**src/rtl/mips32_fetch_stage_if.sv**
```systemverilog
`default_nettype none
// ============================================================================
// mips32_fetch_stage_if : imem bus, ID handshake and redirect/halt bundle
// Revision 1.0
// ============================================================================
interface mips32_fetch_stage_if #(
  parameter int ADDR_W = 32
);
  logic              imem_req;
  logic [ADDR_W-1:0] imem_addr;
  logic              imem_gnt;
  logic              imem_rvalid;
  logic [31:0]       imem_rdata;
  logic              if_valid;
  logic              if_ready;
  logic [31:0]       if_instr;
  logic [ADDR_W-1:0] if_npc;
  logic              br_taken;
  logic [ADDR_W-1:0] br_target;
  logic              wb_halt;
  logic              halted;

  modport master (
    output imem_req, imem_addr, if_valid, if_instr, if_npc, halted,
    input  imem_gnt, imem_rvalid, imem_rdata, if_ready, br_taken, br_target, wb_halt
  );

  modport slave (
    input  imem_req, imem_addr, if_valid, if_instr, if_npc, halted,
    output imem_gnt, imem_rvalid, imem_rdata, if_ready, br_taken, br_target, wb_halt
  );
endinterface
`default_nettype wire

```
**src/rtl/mips32_fetch_stage.sv**
```systemverilog
`default_nettype none
// ============================================================================
// mips32_fetch_stage : MIPS32 IF stage with prefetch FIFO and branch squash
// Revision 1.0
// ============================================================================
module mips32_fetch_stage #(
  parameter int                ADDR_W   = 32,
  parameter int                DEPTH    = 4,
  parameter int                MAX_OUT  = 2,
  parameter logic [ADDR_W-1:0] RESET_PC = '0
) (
  input  wire logic            clk1,
  input  wire logic            rst,
  mips32_fetch_stage_if.master fs
);
  localparam int                C_PTR_W   = $clog2(DEPTH);
  localparam int                C_CNT_W   = $clog2(DEPTH + 1);
  localparam logic [C_CNT_W:0]  C_DEPTH   = (C_CNT_W + 1)'(DEPTH);
  localparam logic [C_CNT_W-1:0] C_MAX_OUT = C_CNT_W'(MAX_OUT);
  localparam logic [5:0]        C_OP_HLT  = 6'h3F;

  logic [ADDR_W-1:0]  r_pc;
  logic [ADDR_W-1:0]  r_resp_pc;
  logic [C_CNT_W-1:0] r_out;
  logic [C_CNT_W-1:0] r_drop;
  logic [C_CNT_W-1:0] r_count;
  logic [C_PTR_W-1:0] r_wr;
  logic [C_PTR_W-1:0] r_rd;
  logic               r_hlt_seen;
  logic               r_halted;
  logic [31:0]        r_mem_instr [DEPTH];
  logic [ADDR_W-1:0]  r_mem_npc   [DEPTH];

  logic w_rsp_keep;
  logic w_rsp_hlt;
  logic w_credit;
  logic w_req;
  logic w_gnt;
  logic w_valid;
  logic w_pop;

  // An arriving HLT blocks issue in the same cycle so nothing past it is requested.
  assign w_rsp_keep = fs.imem_rvalid & (r_drop == '0) & ~fs.br_taken;
  assign w_rsp_hlt  = w_rsp_keep & (fs.imem_rdata[31:26] == C_OP_HLT);
  assign w_credit   = ({1'b0, r_count} + {1'b0, r_out} - {1'b0, r_drop}) < C_DEPTH;
  assign w_req      = ~rst & ~r_halted & ~r_hlt_seen & ~fs.br_taken & ~w_rsp_hlt &
                      (r_out < C_MAX_OUT) & w_credit;
  assign w_gnt      = w_req & fs.imem_gnt;
  assign w_valid    = ~rst & (r_count != '0) & ~fs.br_taken & ~r_halted;
  assign w_pop      = w_valid & fs.if_ready;

  assign fs.imem_req  = w_req;
  assign fs.imem_addr = r_pc;
  assign fs.if_valid  = w_valid;
  assign fs.if_instr  = r_mem_instr[r_rd];
  assign fs.if_npc    = r_mem_npc[r_rd];
  assign fs.halted    = r_halted;

  always_ff @(posedge clk1) begin
    if (rst) begin
      r_pc       <= RESET_PC;
      r_resp_pc  <= RESET_PC;
      r_out      <= '0;
      r_drop     <= '0;
      r_count    <= '0;
      r_wr       <= '0;
      r_rd       <= '0;
      r_hlt_seen <= 1'b0;
      r_halted   <= 1'b0;
      for (int i = 0; i < DEPTH; i++) begin
        r_mem_instr[i] <= '0;
        r_mem_npc[i]   <= '0;
      end
    end else begin
      if (fs.wb_halt) begin
        r_halted <= 1'b1;
      end
      if (fs.br_taken) begin
        // Everything still in flight after this cycle's response is stale.
        r_pc       <= fs.br_target;
        r_resp_pc  <= fs.br_target;
        r_count    <= '0;
        r_wr       <= '0;
        r_rd       <= '0;
        r_hlt_seen <= 1'b0;
        r_out      <= r_out - C_CNT_W'(fs.imem_rvalid);
        r_drop     <= r_out - C_CNT_W'(fs.imem_rvalid);
      end else begin
        if (w_gnt) begin
          r_pc <= r_pc + 1'b1;
        end
        r_out <= r_out + C_CNT_W'(w_gnt) - C_CNT_W'(fs.imem_rvalid);
        if (fs.imem_rvalid && (r_drop != '0)) begin
          r_drop <= r_drop - 1'b1;
        end
        if (w_rsp_keep) begin
          r_mem_instr[r_wr] <= fs.imem_rdata;
          r_mem_npc[r_wr]   <= r_resp_pc + 1'b1;
          r_wr              <= r_wr + 1'b1;
          r_resp_pc         <= r_resp_pc + 1'b1;
        end
        if (w_rsp_hlt) begin
          r_hlt_seen <= 1'b1;
        end
        if (w_pop) begin
          r_rd <= r_rd + 1'b1;
        end
        r_count <= r_count + C_CNT_W'(w_rsp_keep) - C_CNT_W'(w_pop);
      end
    end
  end
endmodule
`default_nettype wire

```
**src/flat_wrapper.sv**
```systemverilog
// flat-port wrapper written by rule: the top's interface ports become plain ports
module mips32_fetch_stage_flat 
#(
  parameter int                ADDR_W   = 32,
  parameter int                DEPTH    = 4,
  parameter int                MAX_OUT  = 2,
  parameter logic [ADDR_W-1:0] RESET_PC = '0
)
  (clk1, rst, fs_imem_req, fs_imem_addr, fs_if_valid, fs_if_instr, fs_if_npc, fs_halted, fs_imem_gnt, fs_imem_rvalid, fs_imem_rdata, fs_if_ready, fs_br_taken, fs_br_target, fs_wb_halt);
  mips32_fetch_stage_if #(.ADDR_W(ADDR_W)) fs_i ();
  input  wire logic clk1;
  input  wire logic rst;
  output wire logic [$bits(fs_i.imem_req)-1:0] fs_imem_req;
  output wire logic [$bits(fs_i.imem_addr)-1:0] fs_imem_addr;
  output wire logic [$bits(fs_i.if_valid)-1:0] fs_if_valid;
  output wire logic [$bits(fs_i.if_instr)-1:0] fs_if_instr;
  output wire logic [$bits(fs_i.if_npc)-1:0] fs_if_npc;
  output wire logic [$bits(fs_i.halted)-1:0] fs_halted;
  input wire logic [$bits(fs_i.imem_gnt)-1:0] fs_imem_gnt;
  input wire logic [$bits(fs_i.imem_rvalid)-1:0] fs_imem_rvalid;
  input wire logic [$bits(fs_i.imem_rdata)-1:0] fs_imem_rdata;
  input wire logic [$bits(fs_i.if_ready)-1:0] fs_if_ready;
  input wire logic [$bits(fs_i.br_taken)-1:0] fs_br_taken;
  input wire logic [$bits(fs_i.br_target)-1:0] fs_br_target;
  input wire logic [$bits(fs_i.wb_halt)-1:0] fs_wb_halt;
  assign fs_imem_req = fs_i.imem_req;
  assign fs_imem_addr = fs_i.imem_addr;
  assign fs_if_valid = fs_i.if_valid;
  assign fs_if_instr = fs_i.if_instr;
  assign fs_if_npc = fs_i.if_npc;
  assign fs_halted = fs_i.halted;
  assign fs_i.imem_gnt = fs_imem_gnt;
  assign fs_i.imem_rvalid = fs_imem_rvalid;
  assign fs_i.imem_rdata = fs_imem_rdata;
  assign fs_i.if_ready = fs_if_ready;
  assign fs_i.br_taken = fs_br_taken;
  assign fs_i.br_target = fs_br_target;
  assign fs_i.wb_halt = fs_wb_halt;
  mips32_fetch_stage #(.ADDR_W(ADDR_W), .DEPTH(DEPTH), .MAX_OUT(MAX_OUT), .RESET_PC(RESET_PC)) u_core (.clk1(clk1), .rst(rst), .fs(fs_i));
endmodule
```
**config.mk**
```make
export PLATFORM = sky130hd
export DESIGN_NAME = mips32_fetch_stage_flat
export DESIGN_NICKNAME = d
export VERILOG_FILES = /design/src/rtl/mips32_fetch_stage_if.sv /design/src/rtl/mips32_fetch_stage.sv /design/src/flat_wrapper.sv
export SDC_FILE = /design/constraint.sdc
export NUM_CORES = 1
export LEC_CHECK = 0
export ABC_AREA = 0
export BUFFER_PORTS_ARGS = -buffer_cell sky130_fd_sc_hd__clkbuf_2
export CORE_MARGIN = 2
export CORE_UTILIZATION = 55
export DETAILED_ROUTE_END_ITERATION = 10
export GPL_TIMING_DRIVEN = 1
export PLACE_DENSITY = 0.76
export SLEW_MARGIN = 20
export SYNTH_ARGS = -nofsm -noshare
export SYNTH_HDL_FRONTEND = slang
export SYNTH_SLANG_ARGS = --single-unit
```
**constraint.sdc**
```tcl
create_clock -name clk1 -period 7.87 [get_ports clk1]
set_clock_uncertainty 0.05 [all_clocks]
set_input_delay 1.1805 -clock clk1 [delete_from_list [all_inputs] [get_ports clk1]]
set_output_delay 1.1805 -clock clk1 [all_outputs]
set_load 0.01 [all_outputs]
```
# After elaboration in Yosys (flattened, before gate mapping)
# Memories as Yosys holds them, arrays and structs flattened. A register that Yosys moved wholly into a read port is not among the register bits.
# Index checks and enable logic that the tools add are counted.
# word_totals
regBits	79
out_inout_bits	99
n_memories	2
inputBits	71
word_cells	78
ramBits	256
# op_classes
order_cmp	2
n_bitwise	19
n_reduce_logical	10
n_mux	23
eq_ne	1
n_addsub	12
# memory_table
memory	words	word_bits	rd	rd_clocked_by_memory_dff	wr	line_no	rtl
u_core.r_mem_instr	4	32	1	1	4	mips32_fetch_stage.sv:31	logic [31:0] r_mem_instr [DEPTH];
u_core.r_mem_npc	4	32	1	1	4	mips32_fetch_stage.sv:32	logic [ADDR_W-1:0] r_mem_npc [DEPTH];
# ops
operator	n
32-bit two-way mux	6
32-bit by 1-bit adder with 32-bit output, second input constant	2
32-bit OR reduction	2
1-bit bitwise AND	14
2-bit two-way mux	6
3-bit two-way mux	3
3-bit by 1-bit subtractor with 3-bit output	3
1-bit two-way mux	8
3-bit by 1-bit adder with 3-bit output	2
6-bit == test, second input constant	1
2-bit nonzero test	3
3-bit nonzero test	2
1-bit inverter	5
2-bit by 1-bit adder with 2-bit output, second input constant	2
3-bit by 3-bit adder with 4-bit output	1
4-bit by 3-bit < comparator with 1-bit output, second input constant	1
4-bit by 3-bit subtractor with 4-bit output	1
3-bit zero test	1
3-bit by 2-bit < comparator with 1-bit output, second input constant	1
3-bit by 1-bit subtractor with 3-bit output, second input constant	1
2-bit OR reduction	1
1-bit logical AND	1

# Logic depth before layout (Yosys ltp)
# Gate-level depths: netlist of run 1.
# depth
depth_word	12
ltp_mapped	15
ltp_nobuf	14

# Worst setup path before layout of run 1
# OpenSTA, ideal clock, no wires.
# synth_timing
kind	input -> register
startpoint	in fs_imem_rvalid
endpoint	mem u_core.r_mem_instr[2][0] (enable)
setup_ns	0.432
stages	6
setup_slack_ns	3.748
required_ns	7.388
path_buffers	2
t_arrival_ns	3.639
cell_sequence	and3b_1 -> clkbuf_1 -> nand2_1 -> clkbuf_1 -> or2_2 -> nand2b_1
# synth_lines
element	line_no	rtl
from (decl)	flat_wrapper.sv:20	input wire logic [$bits(fs_i.imem_rvalid)-1:0] fs_imem_rvalid;
to (decl)	mips32_fetch_stage.sv:31	

# Worst setup path in the final report of run 1
# layout_timing
startpoint	in fs_br_taken
endpoint	out fs_imem_req
# layout_between
elab_chain_cells	7
word_cells_on_any_way	8
classes_between	bitwise: 8
# layout_rtl
element	line_no	rtl
from (decl)	flat_wrapper.sv:23	input wire logic [$bits(fs_i.br_taken)-1:0] fs_br_taken;
1-bit inverter *	mips32_fetch_stage.sv:43, mips32_fetch_stage.sv:46	
1-bit bitwise AND	mips32_fetch_stage.sv:43	assign w_rsp_keep = fs.imem_rvalid & (r_drop == '0) & ~fs.br_taken;
1-bit bitwise AND	mips32_fetch_stage.sv:44	assign w_rsp_hlt = w_rsp_keep & (fs.imem_rdata[31:26] == C_OP_HLT);
1-bit inverter	mips32_fetch_stage.sv:46	assign w_req = ~rst & ~r_halted & ~r_hlt_seen & ~fs.br_taken & ~w_rsp_hlt &
1-bit bitwise AND * (2 in a row)	mips32_fetch_stage.sv:46	
1-bit bitwise AND *	mips32_fetch_stage.sv:47	(r_out < C_MAX_OUT) & w_credit;
to (decl)	flat_wrapper.sv:13	output wire logic [$bits(fs_i.imem_req)-1:0] fs_imem_req;
# Every way passes the cells marked *; elsewhere a longest branch is shown, timed or not.

==> results of run 1 <==
==> through the flow <==
stage | instance area (µm²) | setup WS [ns] | hold slack [ns] | power, µW
global placement | 16600 | 3.09 | 0.390 | 2440
global route | 17800 | 2.72 | 0.485 | 4160
detailed placement | 16600 | 2.98 | 0.425 | 2450
finish | 17800 | 2.97 | 0.445 | 4020
CTS | 17800 | 2.98 | 0.440 | 4040
floorplan | 15500 | 3.75 | 0.378 | 2310
==> Yosys cell counts, types with 3 or more instances <==
cell type,instances,area share [%]
nor4_1,16,0.65
a211oi_1,8,0.39
edfxtp_1,256,50
nand3_1,28,0.90
buf_1,14,0.34
ha_1,14,1.1
nand2_1,85,2.1
o21a_1,5,0.24
mux4_2,64,9.3
dfxtp_1,81,10
nor2_1,235,5.7
buf_2,6,0.19
inv_1,77,1.9
nand2b_1,6,0.24
xnor2_1,68,3.8
xor2_1,25,1.4
a21oi_1,30,0.97
or2_2,4,0.16
a21boi_0,42,2.0
and4_1,4,0.23
nor3_1,35,1.1
mux2i_1,3,0.19
and2_1,37,1.5
and3_1,10,0.40
clkbuf_1,60,1.5
or3_1,4,0.16
a31oi_1,3,0.12
o21ai_0,4,0.13
o211ai_1,4,0.19
nand4_1,16,0.65
fa_1,4,0.52
==> worst register-to-register path: stages (launching register included) <==
cell     delay [ns]
dfxtp_1        0.43
inv_1          0.10
fa_1           0.53
inv_1          0.04
ha_1           0.30
and4b_1        0.23
or3_1          0.39
nand3_1        0.53
nor2_4         0.17
ha_1           0.25
fa_1           0.38
xnor2_1        0.14
nand2_1        0.06
o21ai_0        0.07
nor2b_1        0.15
==> cell type report <==
class / instances / area [µm²]
inverters: 78 / 293
flip-flops and latches: 337 / 9310
clock buffers: 47 / 982
multi-input cells: 784 / 5610
well taps: 378 / 473
clock inverters: 16 / 131
fillers: 2140 / 10000
repair buffers: 184 / 958
==> worst min-delay path by stage <==
stage,from,end,cells after the start
global placement,u_core.r_hlt_seen$_SDFFE_PP0P_,u_core.r_hlt_seen$_SDFFE_PP0P_,2
CTS,u_core.r_hlt_seen$_SDFFE_PP0P_,u_core.r_hlt_seen$_SDFFE_PP0P_,2
global route,u_core.r_hlt_seen$_SDFFE_PP0P_,u_core.r_hlt_seen$_SDFFE_PP0P_,2
finish,u_core.r_hlt_seen$_SDFFE_PP0P_,u_core.r_hlt_seen$_SDFFE_PP0P_,2
floorplan,u_core.r_hlt_seen$_SDFFE_PP0P_,u_core.r_hlt_seen$_SDFFE_PP0P_,2
detailed placement,u_core.r_hlt_seen$_SDFFE_PP0P_,u_core.r_hlt_seen$_SDFFE_PP0P_,2
==> metal layers <==
metal | share of wire, % | track usage, % | vias up
li1 | - | - | 4798
met1 | 43 | 33.5 | 5082
met2 | 47 | 39.8 | 461
met3 | 7.6 | 4.05 | 65
met4 | 2.1 | 6.50 | 0
met5 | 0 | 0 | -
==> kinds of logic (layout without fill, tap and decap cells) <==
group | after synthesis | in the layout | synth area share (%)
xor+xnor | 93 | 93 | 5.25
compound gates | 110 | 110 | 4.79
fa+ha+maj | 18 | 18 | 1.65
mux | 67 | 67 | 9.49
simple gates | 496 | 496 | 14.9
flops | 337 | 337 | 60.1
buf+inv | 158 | 325 | 3.87
==> state kept, by name, summed over array words and instances (netlist names), 3 cells and up, named ones only <==
signal	cells
u_core.r_mem_instr	128
u_core.r_resp_pc	32
u_core.r_drop	3
u_core.fs.imem_addr	32
u_core.r_out	3
u_core.r_mem_npc	128
u_core.r_count	3
==> report_power, final <==
| group | total [µW] | internal, µW | switching, µW |
|---|---|---|---|
| sequential | 2060 | 2000 | 55.7 |
| clock | 1600 | 919 | 685 |
| combinational | 361 | 137 | 224 |
| total | 4020 | 3060 | 965 |
==> impl_metrics.ini, run 1 <==
[grt]
grt.total_usage_pct = 24.1
grt_first_pass_wirelength_um = 55300
grt_antenna_before_repair = 0
grt_pass1_vias = 10468
grt_max_degree = 65
globalRouteOverflowTotal = 0

[drt]
drt-initial-drc-count = 883
drtAntennaViolNets = 0
wl_per_cell_um = 19.0
drtPass1Iterations = 5
viasPerCell = 5.71
drc = 0
finalWirelength_um = 34600
vias = 10406

[finish]
final_core_util_pct = 63.9
fin_nets = 1510
layout-drive-gt1-share_pct = 22.0
final_cells = 1824
antenna_cells = 0
syn2layout_area_growth_pct = 14.6
final_cell_mix = edfxtp_1, nor2_1, clkbuf_2
layout_commonest_cell = edfxtp_1

[critical_path]
required_ns = 6.64
crit_path_start_kind = primary input
critPathSlowestCell = nor4bb_1
worst-path-buf-inv = 3
rr_worst_depth = 14
path_depth = 7
reg2reg_to = u_core.r_out[2]$_SDFF_PP0_
rr_startpoint = u_core.r_count[1]$_SDFF_PP0_
crit_path_cell_trace = clkbuf_2 -> nor4bb_1 -> a41oi_1 -> o211ai_1 -> buf_4 -> nor2_1 -> clkbuf_2
crit_start = fs_br_taken
path_class = in2out
reg2reg_slack_ns = 3.92
endpoint = fs_imem_req
end_kind = primary output
crit_family = buffers and inverters
max_stage_delay_ns = 0.88
cpMostUsedCell = clkbuf_2
cp.arrival_ns = 3.67
path_max_fanout = 44

[yosys]
synthesis.area_mm2 = 0.0155
ys_seq_area_share_pct = 60.1
synth_edf_count = 256
synth-seq-cells = 337
synth_cell_type_count = 56
ys.flop_type = edfxtp_1
synth_fp_nets = 1368
syn_avg_cell_area_um2 = 12.1
synth_cells = 1279
yosys_warnings = 0
synthArstFlopShare_pct = 0

[clocking]
cts_made_buffers = 36
ctsRootBufferMaster = clkbuf_16
ctsResizeCount = 0
post_cts_buffers = 0
cts_tree = yes
clock_latency_ns = 0.52
clock_path_buffers = 3
path_clk_slew_ns = 0.06
cts_sinks = 337
cts_hold_buf = 0
cts_htree_levels = 2

[floorplanning]
chipWidth_um = 172
die_h_um = 172
core_mm2 = 0.0278
ios = 170
dieArea_mm2 = 0.0295
initial_core_util_pct = 55.8
row_count = 61

[power]
p_leak_uw = 0.00661
power_density_mw_per_mm2 = 226
vdd_drop_max_uv = 140

[timing]
setup_violations = 0
tightest_slew_ns = 0.977
slew_viol_final = 0
max_freq_ghz = 0.204
min_period_ns = 4.90
fin_crit_sh_pct = 62.3
tns_ns = 0
hold_viol = 0
rsz0062_at_grt = false
slew_headroom_pct = 34.9

[job]
cap_viol_max_count = 0

[hold_path]
hold_path.class = reg2reg

[placement]
place_congestion = 0.906
dp_hpwl_um = 21700
portBuffers = 169
dp.cells = 1761

[outcome]
status = completed
(Power assumes the default switching activity.)
==> run 2: changes to the inputs <==
==> constraint.sdc (replaced) <==
create_clock -name clk1 -period 5.1 [get_ports clk1]
set_clock_uncertainty 0.05 [all_clocks]
set_input_delay 0.765 -clock clk1 [delete_from_list [all_inputs] [get_ports clk1]]
set_output_delay 0.765 -clock clk1 [all_outputs]
set_load 0.01 [all_outputs]
==> impl_metrics.ini, run 2 (same netlist as run 1, synthesis figures left out) <==
[outcome]
status = completed

[clocking]
cts_htree_levels = 2
ctsRootBufferMaster = clkbuf_16
clock_latency_ns = 0.51
ctsResizeCount = 0
cts_made_buffers = 35
path_clk_slew_ns = 0.06
cts_sinks = 337
cts_tree = yes
post_cts_buffers = 0
cts_hold_buf = 0
clock_path_buffers = 3

[timing]
rsz0062_at_grt = false
slew_viol_final = 0
max_freq_ghz = 0.258
tightest_slew_ns = 0.827
slew_headroom_pct = 44.4
min_period_ns = 3.87
tns_ns = 0
hold_ws_ns = 0.408
setup_violations = 0
hold_viol = 0
fin_crit_sh_pct = 75.9

[critical_path]
rr_startpoint = u_core.r_count[1]$_SDFF_PP0_
path_class = reg2reg
rr_worst_depth = 14
crit_path_start_kind = flip-flop
reg2reg_to = u_core.r_out[2]$_SDFF_PP0_
required_ns = 5.43
path_max_fanout = 14
cp.arrival_ns = 4.20
reg2reg_slack_ns = 1.23
end_kind = flip-flop

[finish]
antenna_cells = 0
ff_latch_area_mm2 = 0.00931
layout-drive-gt1-share_pct = 22.4
syn2layout_area_growth_pct = 15.2
final_cells = 1829
final_cell_mix = edfxtp_1, nor2_1, clkbuf_2
fillers = 2147
fin_nets = 1514
layout_commonest_cell = edfxtp_1
multi_input_area_mm2 = 0.00561
reg_top3 = u_core.r_mem_instr x128, u_core.r_mem_npc x128

[hold_path]
min_path_cells = 3
hold_end = u_core.fs.halted$_SDFFE_PP0P_
min-delay-start = fs_wb_halt
hold_path.class = in2reg

[floorplanning]
chipWidth_um = 172
ios = 170
die_h_um = 172
row_count = 61
initial_core_util_pct = 55.8
dieArea_mm2 = 0.0295
core_mm2 = 0.0278

[placement]
place_congestion = 0.861
dp.cells = 1766
portBuffers = 169
dp_hpwl_um = 22000

[power]
p_leak_uw = 0.00665
vdd_drop_max_uv = 245
power_density_mw_per_mm2 = 350

[drt]
drt-initial-drc-count = 880
viasPerCell = 5.63
wl_per_cell_um = 18.9
drc = 0
vias = 10295
drtPass1Iterations = 5
drtAntennaViolNets = 0
finalWirelength_um = 34500

[job]
cap_viol_max_count = 0

[grt]
grt_first_pass_wirelength_um = 53900
grt_max_degree = 46
globalRouteOverflowTotal = 0
grt_antenna_before_repair = 0
grt.total_usage_pct = 23.7
grt_pass1_vias = 10116
[run 2: per-stage QoR]
step / setup WS [ns] / util [%] / area, µm² / power [µW]
finish: 1.23 / 64.3 / 17900 / 6250
global route: 1.03 / 64.3 / 17900 / 6450
CTS: 1.25 / 64.3 / 17900 / 6280
detailed placement: 1.28 / 60.2 / 16700 / 3790
global placement: 1.35 / 60.2 / 16700 / 3770
floorplan: 1.39 / - / 15500 / 3570
[run 2: routing by layer]
| layer | wire length, µm | global-route usage (%) | vias up |
|---|---|---|---|
| li1 | - | - | 4826 |
| met1 | 14800 | 33.6 | 4948 |
| met2 | 16200 | 38.1 | 466 |
| met3 | 2960 | 4.51 | 55 |
| met4 | 567 | 5.92 | 0 |
| met5 | 0 | 0 | - |
[run 2: worst max-delay path, stage by stage (launching register included)]
cell     delay (ns)
dfxtp_1        0.41
inv_1          0.09
fa_1           0.53
inv_1          0.04
ha_1           0.31
and4b_1        0.22
or3_1          0.39
nand3_1        0.49
nor2_4         0.17
ha_1           0.25
fa_1           0.39
xnor2_1        0.14
nand2_1        0.06
o21ai_0        0.07
nor2b_1        0.13
[run 2: power by group]
group / switching [µW] / internal (µW)
registers: 86.3 / 3090
logic: 346 / 218
clock network: 1050 / 1460
total: 1490 / 4760
[run 2: layout make-up]
| cell class | instances | share of cell area [%] |
|---|---|---|
| inverters | 78 | 1.64 |
| multi-input cells | 784 | 31.4 |
| clock inverters | 22 | 1.21 |
| well taps | 378 | 2.65 |
| flip-flops and latches | 337 | 52.2 |
| repair buffers | 189 | 5.79 |
| clock buffers | 41 | 5.15 |
[run 2: worst max-delay path by stage]
stage | startpoint | endpoint | slack (ns)
after global routing | u_core.r_count[1]$_SDFF_PP0_ | u_core.r_out[2]$_SDFF_PP0_ | 1.03
after floorplan | fs_imem_rvalid | u_core.r_mem_instr[2][0]$_SDFFCE_PN0P_ | 1.39
after global placement | u_core.r_count[1]$_SDFF_PP0_ | u_core.r_out[2]$_SDFF_PP0_ | 1.35
after detailed placement | u_core.r_count[1]$_SDFF_PP0_ | u_core.r_out[2]$_SDFF_PP0_ | 1.28
after CTS | u_core.r_count[1]$_SDFF_PP0_ | u_core.r_out[2]$_SDFF_PP0_ | 1.25
final | u_core.r_count[1]$_SDFF_PP0_ | u_core.r_out[2]$_SDFF_PP0_ | 1.23
==> run 3: changes to the inputs <==
--- a/config.mk
+++ b/config.mk
@@ -5,13 +5,13 @@
 export SDC_FILE = /design/constraint.sdc
 export NUM_CORES = 1
 export LEC_CHECK = 0
-export ABC_AREA = 0
+export ABC_AREA = 1
 export BUFFER_PORTS_ARGS = -buffer_cell sky130_fd_sc_hd__clkbuf_2
 export CORE_MARGIN = 2
 export CORE_UTILIZATION = 55
 export DETAILED_ROUTE_END_ITERATION = 10
 export GPL_TIMING_DRIVEN = 1
-export PLACE_DENSITY = 0.76
+export PLACE_DENSITY = 0.75
 export SLEW_MARGIN = 20
 export SYNTH_ARGS = -nofsm -noshare
 export SYNTH_HDL_FRONTEND = slang
==> constraint.sdc (replaced) <==
create_clock -name clk1 -period 3.9 [get_ports clk1]
set_clock_uncertainty 0.05 [all_clocks]
set_input_delay 0.585 -clock clk1 [delete_from_list [all_inputs] [get_ports clk1]]
set_output_delay 0.585 -clock clk1 [all_outputs]
set_load 0.01 [all_outputs]
==> impl_metrics.ini, run 3 <==
[floorplanning]
die_h_um = 176
ios = 170
initial_core_util_pct = 56.2
dieArea_mm2 = 0.0310
core_mm2 = 0.0289
chipWidth_um = 176
row_count = 62

[yosys]
ys_top_cells_by_count = nor2_1, nand2_1, edfxtp_1
ys.flop_type = edfxtp_1
synth_top_family_by_area = simple AND/OR/NAND/NOR gates
yosys_warnings = 0
yosysTopAreaCell = edfxtp_1
synthSimpleGateAreaFrac_pct = 22.6
synth_fa_ha_area_share_pct = 1.57
synth-compound-area-share_pct = 10.0
synthesis.area_mm2 = 0.0163
syn_avg_cell_area_um2 = 8.60
synth_cells = 1891
synth-seq-cells = 337
synth_edf_count = 256
synthArstFlopShare_pct = 0
synthXorXnorAreaFrac_pct = 1.51
ys_seq_area_share_pct = 57.2
synth_mux_area_share_pct = 0
synth.area.top_cells = edfxtp_1, nor2_1, dfxtp_1
synth_fp_nets = 1980
synth_most_common_cell = nor2_1
synth_cell_type_count = 40
synth_top_cell_area_share_pct = 47.3

[clocking]
cts_hold_buf = 0
post_cts_buffers = 0
clock_path_buffers = 3
cts_sinks = 337
cts_tree = yes
clock_latency_ns = 0.52
cts_made_buffers = 36
ctsResizeCount = 0
cts_htree_levels = 2
ctsRootBufferMaster = clkbuf_16
path_clk_slew_ns = 0.05

[finish]
antenna_cells = 0
ff_latch_area_mm2 = 0.00931
syn2layout_area_growth_pct = 14.2
final_cell_mix = nor2_1, nand2_1, edfxtp_1
layout_commonest_cell = nor2_1
fillers = 2409
multi_input_area_mm2 = 0.00583
reg_top3 = u_core.r_mem_instr x128, u_core.r_mem_npc x128
final_cells = 2438
layout-drive-gt1-share_pct = 13.5
fin_nets = 2116
fin_area_mm2 = 0.0186

[placement]
post-place-ws_ns = 0.838
dp.cells = 2373
dp_hpwl_um = 26800
placed_area_mm2 = 0.0175
place_congestion = 0.940
portBuffers = 169

[drt]
drtPass1Iterations = 6
wl_per_cell_um = 17.5
drtAntennaViolNets = 0
drt-initial-drc-count = 1227
drc = 0
vias = 13528
finalWirelength_um = 42600
viasPerCell = 5.55

[grt]
grt.total_usage_pct = 27.5
globalRouteOverflowTotal = 0
grt_antenna_before_repair = 0
grt_max_degree = 73
grt_pass1_vias = 13249
grt_first_pass_wirelength_um = 67700

[timing]
rsz0062_at_grt = false
setup_violations = 0
slew_headroom_pct = 42.3
tightest_slew_ns = 0.865
tns_ns = 0
hold_viol = 0
max_freq_ghz = 0.297
hold_ws_ns = 0.237
slew_viol_final = 0
min_period_ns = 3.37
worst_slack_ns = 0.529
fin_crit_sh_pct = 86.4

[critical_path]
rr_worst_depth = 13
path_class = reg2out
reg2reg_slack_ns = 0.81
required_ns = 3.26
path_max_fanout = 56
end_kind = primary output
crit_path_start_kind = flip-flop
rr_startpoint = u_core.r_count[1]$_SDFF_PP0_
cp.arrival_ns = 2.74
reg2reg_to = u_core.fs.imem_addr[25]$_SDFFE_PP0P_
endpoint = fs_if_npc[0]

[power]
power_density_mw_per_mm2 = 438
p_int_uw = 6170
p_clk_share_pct = 40.5
p_sw_share_pct = 24.2
combPwrFrac_pct = 8.8
seq_power_share_pct = 50.7
p_leak_uw = 0.00756
switchingPower_uw = 1960
vdd_drop_max_uv = 243

[hold_path]
hold_path.class = in2reg

[outcome]
status = completed

[job]
cap_viol_max_count = 0
run 3: cell types whose count changed in the layout (fill, tap and decap cells not counted), sizes merged, moves of 18 or more:
cell / delta
nor4: -18
inv: +118
nor2: +231
and2: -34
xnor2: -61
o21ai: +168
nand2: +236
nand3: +54
mux4: -64
a21boi: -43
o22ai: +63
run 3: layout make-up:
cell class | count | area share (%)
inverter | 198 | 4.02
timing repair buffer | 194 | 5.83
multi-input combinational | 1260 | 31.4
clock inverter | 19 | 0.950
sequential | 337 | 50.1
clock buffer | 46 | 5.05
tap | 384 | 2.59
run 3: worst max-delay path: stages (launching register included):
cell and delay [ns]:
dfxtp_4 0.73, clkinv_2 0.52, buf_4 0.39, o21ai_0 0.24, o22ai_1 0.13, clkbuf_2 0.17
run 3: cells by family after synthesis:
group,Yosys count
AOI/OAI and AO/OA,303
xor gates and xnor gates,28
adders and majority gates,18
buffers and inverters,294
DFF,337
and+or+nand+nor,911
run 3: worst min path at each step:
stage,cells past startpoint,start,slack [ns],end
floorplan,2,u_core.r_rd[1]$_SDFFE_PP0P_,0.39,flip-flop
global placement,2,u_core.r_rd[1]$_SDFFE_PP0P_,0.39,flip-flop
detailed placement,2,u_core.r_rd[1]$_SDFFE_PP0P_,0.41,flip-flop
CTS,3,fs_wb_halt,0.23,u_core.fs.halted$_SDFFE_PP0P_
global route,3,fs_wb_halt,0.25,u_core.fs.halted$_SDFFE_PP0P_
finish,3,fs_wb_halt,0.24,u_core.fs.halted$_SDFFE_PP0P_
run 3: power by group through the flow:
| stage | clock network (µW) | logic (µW) | registers (µW) |
|---|---|---|---|
| 3_3_place_gp | 0 | 697 | 4190 |
| 2_1_floorplan | 0 | 452 | 4180 |
| 4_1_cts | 3330 | 718 | 4120 |
| 5_1_grt | 3470 | 801 | 4140 |
| 3_5_place_dp | 0 | 713 | 4190 |
| 6_report | 3290 | 718 | 4120 |
run 3: per-layer routing:
layer / GRT usage (%) / vias to the layer above / routed length, µm
li1: - / 6496 / -
met1: 37.1 / 6339 / 17700
met2: 46.3 / 597 / 20500
met3: 3.32 / 96 / 3150
met4: 9.81 / 0 / 1260
met5: 0 / - / 0
run 3: metrics by stage:
step | utilization (%) | total power [µW]
after floorplan | - | 4630
after global routing | 64.2 | 8410
after CTS | 64.2 | 8160
after global placement | 60.3 | 4880
after detailed placement | 60.3 | 4910
final | 64.2 | 8130
